<file path="src/rtl/mem_access_controller.sv">
// mem_access_controller: single-outstanding load/store controller with a registered memory-side interface
// Ports: clk/reset (async, active-high); req_valid_i/req_ready_o/req_we_i/req_addr_i/req_wdata_i request side;
//        rsp_valid_o/rsp_ready_i/rsp_rdata_o/rsp_error_o response side;
//        mem_address_o/mem_write_enable_o/mem_write_data_o/mem_read_data_i memory side.
// Macro MISALIGN_CHECK_EN: fault misaligned requests instead of silently word-aligning them.
module mem_access_controller #(
    parameter int DATA_WIDTH  = 32,
    parameter int WAIT_CYCLES = 1
) (
    input  logic                  clk,
    input  logic                  reset,
    input  logic                  req_valid_i,
    output logic                  req_ready_o,
    input  logic                  req_we_i,
    input  logic [DATA_WIDTH-1:0] req_addr_i,
    input  logic [DATA_WIDTH-1:0] req_wdata_i,
    output logic                  rsp_valid_o,
    input  logic                  rsp_ready_i,
    output logic [DATA_WIDTH-1:0] rsp_rdata_o,
    output logic                  rsp_error_o,
    output logic [DATA_WIDTH-1:0] mem_address_o,
    output logic                  mem_write_enable_o,
    output logic [DATA_WIDTH-1:0] mem_write_data_o,
    input  logic [DATA_WIDTH-1:0] mem_read_data_i
);
    typedef enum logic [1:0] {IDLE, ACCESS, WAIT, RESP} state_t;
    state_t r_state, w_next;
    logic [3:0] r_cnt;
    logic r_we, r_mem_we, r_err, w_accept, w_misalign;
    logic [DATA_WIDTH-1:0] r_addr, r_wdata, r_rdata;

    assign w_accept = req_valid_i && r_state == IDLE;
`ifdef MISALIGN_CHECK_EN
    assign w_misalign = req_addr_i[1:0] != 2'b00;
`else
    assign w_misalign = 1'b0;
`endif

    always_comb begin
        w_next = r_state;
        case (r_state)
            IDLE:    w_next = w_accept ? (w_misalign ? RESP : ACCESS) : IDLE;
            ACCESS:  w_next = (r_we || WAIT_CYCLES == 0) ? RESP : WAIT;
            WAIT:    w_next = r_cnt == 4'd1 ? RESP : WAIT;
            RESP:    w_next = rsp_ready_i ? IDLE : RESP;
            default: w_next = IDLE;
        endcase
    end

    always_ff @(posedge clk or posedge reset) begin
        if (reset) r_state <= IDLE;
        else       r_state <= w_next;
    end

    // Store responses carry zero data, so rdata is cleared at accept and only loads overwrite it.
    always_ff @(posedge clk or posedge reset) begin
        if (reset) begin
            r_cnt    <= 4'd0;
            r_we     <= 1'b0;
            r_mem_we <= 1'b0;
            r_err    <= 1'b0;
            r_addr   <= '0;
            r_wdata  <= '0;
            r_rdata  <= '0;
        end else begin
            r_mem_we <= 1'b0;
            case (r_state)
                IDLE: if (w_accept) begin
                    r_err   <= w_misalign;
                    r_rdata <= '0;
                    if (!w_misalign) begin
                        r_addr   <= req_addr_i & {{(DATA_WIDTH-2){1'b1}}, 2'b00};
                        r_wdata  <= req_wdata_i;
                        r_we     <= req_we_i;
                        r_mem_we <= req_we_i;
                    end
                end
                ACCESS: if (!r_we) begin
                    if (WAIT_CYCLES == 0) r_rdata <= mem_read_data_i;
                    else                  r_cnt   <= 4'(WAIT_CYCLES);
                end
                WAIT: begin
                    r_cnt <= r_cnt - 4'd1;
                    if (r_cnt == 4'd1) r_rdata <= mem_read_data_i;
                end
                default: ;
            endcase
        end
    end

    assign req_ready_o        = r_state == IDLE;
    assign rsp_valid_o        = r_state == RESP;
    assign rsp_rdata_o        = r_rdata;
    assign rsp_error_o        = r_err;
    assign mem_address_o      = r_addr;
    assign mem_write_enable_o = r_mem_we;
    assign mem_write_data_o   = r_wdata;
endmodule

</file>
<file path="config.mk">
export PLATFORM = sky130hd
export DESIGN_NAME = mem_access_controller
export DESIGN_NICKNAME = d
export VERILOG_FILES = /design/src/rtl/mem_access_controller.sv
export SDC_FILE = /design/constraint.sdc
export NUM_CORES = 1
export LEC_CHECK = 0
export ABC_AREA = 1
export BUFFER_PORTS_ARGS = -buffer_cell sky130_fd_sc_hd__buf_2
export CORE_UTILIZATION = 35
export DETAILED_ROUTE_END_ITERATION = 16
export PLACE_DENSITY = 0.73
export RECOVER_POWER = 50
export SLEW_MARGIN = 20
export SYNTH_ARGS = -nofsm -noshare
export SYNTH_HDL_FRONTEND = slang
export SYNTH_SLANG_ARGS = --single-unit
</file>
<file path="constraint.sdc">
create_clock -name clk -period 7.5 [get_ports clk]
set_input_delay 0.375 -clock clk [delete_from_list [all_inputs] [get_ports clk]]
set_output_delay 0.375 -clock clk [all_outputs]
set_load 0.1 [all_outputs]
</file>
==> metrics.csv, run 1 <==
stage,metric,value,unit
outcome,status,"complete, but fails checks",
outcome,failing checks,"capacitance limit, slew limit",
timing,TNS Setup,0,ns
timing,RSZ-0062 raised after global routing,false,
floorplanning,total die area,12900,sq um
min_path,Hold EP,mem_address_o[18],
clock_tree,Post-CTS Setup Repair Bufs,0,
critical_path,worst flop-to-flop path startpoint,r_state[0],
routing,Initial DRT Pass Iterations,4,
clock_tree,Post-CTS Hold Buffers,0,
global_route,All-Layer GR Usage,17.3,%
clock_tree,H-tree depth,3,
floorplanning,DIE HEIGHT,114,um
placed_design,Post-Place Setup Slack,4.54,ns
placed_design,DPL Wire Length,6830,um
routing,DR DRC count,0,
global_route,vias in the first global route,3936,
final_layout,Final Instance Area,5650,sq um
floorplanning,I/O pin cnt,201,
synth,post-synthesis compound-gate area fraction,0.343,%
global_route,grt met3 use,4.41,%
routing,Routed WL per cell,12.0,um
critical_path,reg2reg setup slack,4.53,ns
final_layout,Area Growth Syn to Fin,29.2,%
global_route,grt total ovfl,0,
final_layout,"most common cell after layout, fill and taps aside",nand2_1,
routing,vias per cell,4.52,
floorplanning,row cnt,40,
placed_design,placed cell area,5430,sq um
timing,Final WS setup,3.54,ns
critical_path,worst r2r dst,rsp_rdata_o[4],
synth,Synth Register Bits,102,
clock_tree,Worst-Skew Late Latency,0.34,ns
synth,Cells after Synth,528,
final_layout,"Cell Count, Final, Fillers Out",877,
critical_path,Worst EP arrival,3.82,ns
clock_tree,"CTS clk-pin slew, worst paths",0.06,ns
synth,Synth Area in XOR/XNOR,0,%
synth,Syn Area/Cell,8.28,sq um
synth,post-synthesis cell area,4370,sq um
global_route,pin count of the biggest net entering global routing,100,
clock_tree,clock sink count,102,
run,Max Cap Viol,2,
routing,DRT antenna net count,0,
global_route,first-pass GRT wire length,17900,um
global_route,initial antenna violation count,0,
critical_path,critical path class,in -> async,
placed_design,Placed Cells,862,
timing,Final min period,3.96,ns
placed_design,PortBufs,195,
routing,routed wire length,10500,um
timing,Clock Skew,0.00424,ns
global_route,grt met2 use,29.3,%
clock_tree,Num CTS Buffers,9,
synth,Post-Synth Simple-Gate Area,33.1,%
clock_tree,root buffer cell,clkbuf_16,
critical_path,CP startpoint kind,input pin,
synth,Unique masters post-synth,18,
clock_tree,TritonCTS clock tree,yes,
synth,"Seq/Total Area, Yosys",58.4,%
synth,largest family of logic cells by synthesized area,simple AND/OR/NAND/NOR gates,
routing,DR vias,3964,
synth,Ys Warns,0,
final_layout,Nets,808,
timing,FMAX,253,MHz
synth,post-synthesis mux area share,0,%
critical_path,CP endpoint kind,asynchronous set/reset pin,
timing,Final Cycle Share,52.8,%
min_path,hold wc startpoint,req_addr_i[18],
placed_design,RD Place Congestion,0.710,
floorplanning,initial core utilization,36.1,%
routing,1st-iter DRT viols,291,
synth,Synth Area in Adders,0.572,%
min_path,hold-critical path depth,3,
clock_tree,cts repair resizes,0,
floorplanning,die width,114,um
critical_path,largest fanout on the critical path,53,
timing,endpoints failing hold,0,
final_layout,layout cells sized above 1,24.5,%
global_route,most used routing layer,met2,
critical_path,R2R depth,6,
floorplanning,core box area,12100,sq um
critical_path,Critical Path RT,7.36,ns
timing,Slew HR,-80.0,%
clock_tree,clk buf depth,2,
final_layout,"commonest cells after routing, fill and taps aside","203 x nand2_1, 148 x buf_2, 102 x dfrtp_1, 99 x nand3_1, 49 x clkbuf_1",
min_path,Hold Crit Class,in -> reg,
global_route,grt met1 use,21.0,%
timing,max-slew violation count,105,
final_layout,number of antenna diodes,0,
timing,Slew @ Worst Pin,2.70,ns
timing,final setup fails,0,
cell usage after synthesis:
master	number	area, sq um
buf_2	11	55.1
buf_4	9	67.6
clkbuf_1	15	56.3
conb_1	1	3.75
dfrtp_1	102	2550
ha_1	2	25.0
inv_1	39	146
inv_2	1	3.75
nand2_1	203	762
nand2_2	2	12.5
nand3_1	99	495
nand3_2	1	10.0
nand4_1	1	6.26
nor2_1	35	131
nor2_2	1	6.26
nor2_4	1	11.3
o21ai_0	3	15.0
or2_2	2	12.5
flip-flops by register name, summed over array words and instances (netlist names):
| name | count |
|---|---|
| rsp_rdata_o | 32 |
| r_cnt | 4 |
| mem_write_data_o | 32 |
| mem_write_enable_o | 1 |
| mem_address_o | 30 |
| r_we | 1 |
| r_state | 2 |
metrics by stage:
stage	util [%]	hold slack (ns)
after floorplan	-	0.454
after global routing	46.7	0.253
after detailed placement	44.8	0.453
final	46.7	0.260
after global placement	44.8	0.450
after CTS	47.2	0.138
routing by layer:
layer  vias to the layer above  routed length, um
met5                         -                  0
met4                         0                172
met3                        12                768
met2                       150               4850
met1                      1820               4730
li1                       1982                  -
layout make-up:
type | count | area, sq um
Fill cell | 1239 | 6460
Sequential cell | 102 | 2550
Multi-Input combinational cell | 353 | 1500
Timing Repair Buffer | 199 | 943
Clock buffer | 11 | 243
Tap cell | 168 | 210
Inverter | 40 | 151
Clock inverter | 4 | 47.5
how the worst max path moves through the flow:
stage,start,endpoint,slack [ns],cells after the start
3_5_place_dp,r_state[0],rsp_rdata_o[28],4.54,6
6_report,reset,mem_write_data_o[6],3.54,3
2_1_floorplan,reset,mem_address_o[10],4.45,1
3_3_place_gp,r_state[0],rsp_rdata_o[0],4.54,6
5_1_grt,reset,rsp_rdata_o[16],2.65,3
4_1_cts,r_state[0],rsp_rdata_o[24],4.49,6
cells by family (layout without fill, tap and decap cells):
family,Yosys count,after routing
AOI/OAI and AO/OA,3,3
other,1,3
and+or+nand+nor,345,345
DFF,102,102
adders and majority gates,2,2
buffers and inverters,75,254
worst max-delay path, stage by stage:
cell,delay [ns]
buf_2,0.10
clkinvlp_2,1.27
clkbuf_1,2.00
Power of run 1 is left out: the tool's default activity adds up to more than one toggle a clock period on the data nets, which glitch-free logic cannot reach.
==> run 2: changes to the inputs <==
Clock period 7.5 ns to 4 ns, I/O delays scaled along.
==> run 2 against run 1 <==
  * The flow still finishes with violations (capacitance limit, slew limit)
  * Critical path type unchanged
  * Wire length increased by 4.4%
  * Register-to-register slack lost 2.8 ns
  * Final area is 0.53% higher
  * Global-route usage rose by 0.48 points
  * First-iteration DRC count shrank 0.34%
  * Worst hold slack lost 0.18 ns
  * Via count is 1.9% lower
  * Worst setup slack got worse by 2.0 ns
==> metrics.csv, run 2 (synthesis results as in run 1) <==
stage,metric,value,unit
global_route,pin count of the biggest net entering global routing,99,
clock_tree,TritonCTS clock tree,yes,
routing,Routed WL per cell,12.5,um
run,Max Cap Viol,1,
floorplanning,die width,114,um
timing,Final WS setup,1.58,ns
final_layout,Area Growth Syn to Fin,29.9,%
floorplanning,core box area,12100,sq um
placed_design,DPL Wire Length,7040,um
critical_path,CP top delay family,buffers and inverters,
timing,final setup fails,0,
final_layout,Nets,809,
floorplanning,total die area,12900,sq um
critical_path,slowest CP cell,inv_1,
clock_tree,Post-CTS Hold Buffers,0,
critical_path,worst flop-to-flop path startpoint,r_state[0],
outcome,failing checks,"capacitance limit, slew limit",
floorplanning,I/O pin cnt,201,
routing,routed wire length,11000,um
global_route,initial antenna violation count,1,
critical_path,CP endpoint kind,asynchronous set/reset pin,
critical_path,CP startpoint,reset,
timing,RSZ-0062 raised after global routing,false,
clock_tree,Num CTS Buffers,9,
timing,FMAX,412,MHz
placed_design,PortBufs,195,
critical_path,Worst EP arrival,2.27,ns
clock_tree,clk buf depth,2,
floorplanning,row cnt,40,
clock_tree,Worst-Skew Late Latency,0.35,ns
critical_path,Critical Path RT,3.85,ns
critical_path,critical path class,in -> async,
placed_design,Placed Cells,863,
critical_path,CP peak stage delay,1.94,ns
timing,TNS Setup,0,ns
timing,endpoints failing hold,0,
routing,Initial DRT Pass Iterations,4,
placed_design,RD Place Congestion,0.717,
critical_path,Buffers & Inverters on Critical Path,2,
critical_path,CP startpoint kind,input pin,
routing,1st-iter DRT viols,290,
critical_path,largest fanout on the critical path,74,
floorplanning,initial core utilization,36.1,%
routing,DR vias,3888,
global_route,All-Layer GR Usage,17.8,%
final_layout,layout cells sized above 1,24.6,%
routing,DRT antenna net count,0,
final_layout,"commonest cells after routing, fill and taps aside","203 x nand2_1, 147 x buf_2, 102 x dfrtp_1, 99 x nand3_1, 48 x clkbuf_1",
timing,Slew @ Worst Pin,2.78,ns
global_route,vias in the first global route,3724,
timing,Final min period,2.42,ns
clock_tree,H-tree depth,3,
timing,Slew HR,-85.7,%
floorplanning,DIE HEIGHT,114,um
min_path,Hold Crit Class,in -> reg,
clock_tree,clock sink count,102,
clock_tree,root buffer cell,clkbuf_16,
routing,vias per cell,4.42,
timing,Clock Skew,0.00668,ns
final_layout,"most common cell after layout, fill and taps aside",nand2_1,
final_layout,"Cell Count, Final, Fillers Out",879,
clock_tree,"CTS clk-pin slew, worst paths",0.07,ns
global_route,first-pass GRT wire length,18000,um
clock_tree,Post-CTS Setup Repair Bufs,0,
timing,Final Cycle Share,60.6,%
clock_tree,cts repair resizes,0,
placed_design,Post-Place Setup Slack,1.71,ns
outcome,status,"complete, but fails checks",
critical_path,worst-path cell chain,buf_2 -> inv_1,
min_path,hold wc startpoint,req_addr_i[18],
global_route,grt total ovfl,0,
routing,DR DRC count,0,
timing,max-slew violation count,75,
[run 2: metrics by stage]
stage / utilization [%] / cell area [sq um] / hold slack [ns]
final: 46.9 / 5680 / 0.0787
after global routing: 46.9 / 5680 / 0.0750
after CTS: 47.4 / 5740 / 0.0634
after detailed placement: 44.9 / 5430 / 0.433
after global placement: 44.9 / 5430 / 0.428
after floorplan: - / 4380 / 0.323
[run 2: final timing paths]
kind,to,slack (ns),depth (start not counted)
worst min register to register,mem_address_o[30],0.47,2
worst min-delay path,mem_address_o[18],0.08,3
worst max register to register,rsp_rdata_o[10],1.74,5
worst max-delay path,r_cnt[3],1.58,2
max in group clk,rsp_rdata_o[10],1.74,5
min in group asynchronous,mem_write_data_o[6],0.84,2
[run 2: routing by layer]
layer	wire length, um	GRT usage [%]
met1	4960	22.7
met2	4930	28.3
met3	891	5.05
met4	201	7.79
met5	0	0
[run 2: area by class of cell]
| type | instances | area, sq um |
|---|---|---|
| clock inverters | 3 | 42.5 |
| fillers | 1266 | 6430 |
| multi-input cells | 353 | 1500 |
| repair buffers | 200 | 953 |
| well taps | 168 | 210 |
| diodes | 1 | 2.50 |
| clock buffers | 12 | 267 |
| flip-flops and latches | 102 | 2550 |
| inverters | 40 | 150 |
Power of run 2 is left out for the same reason.
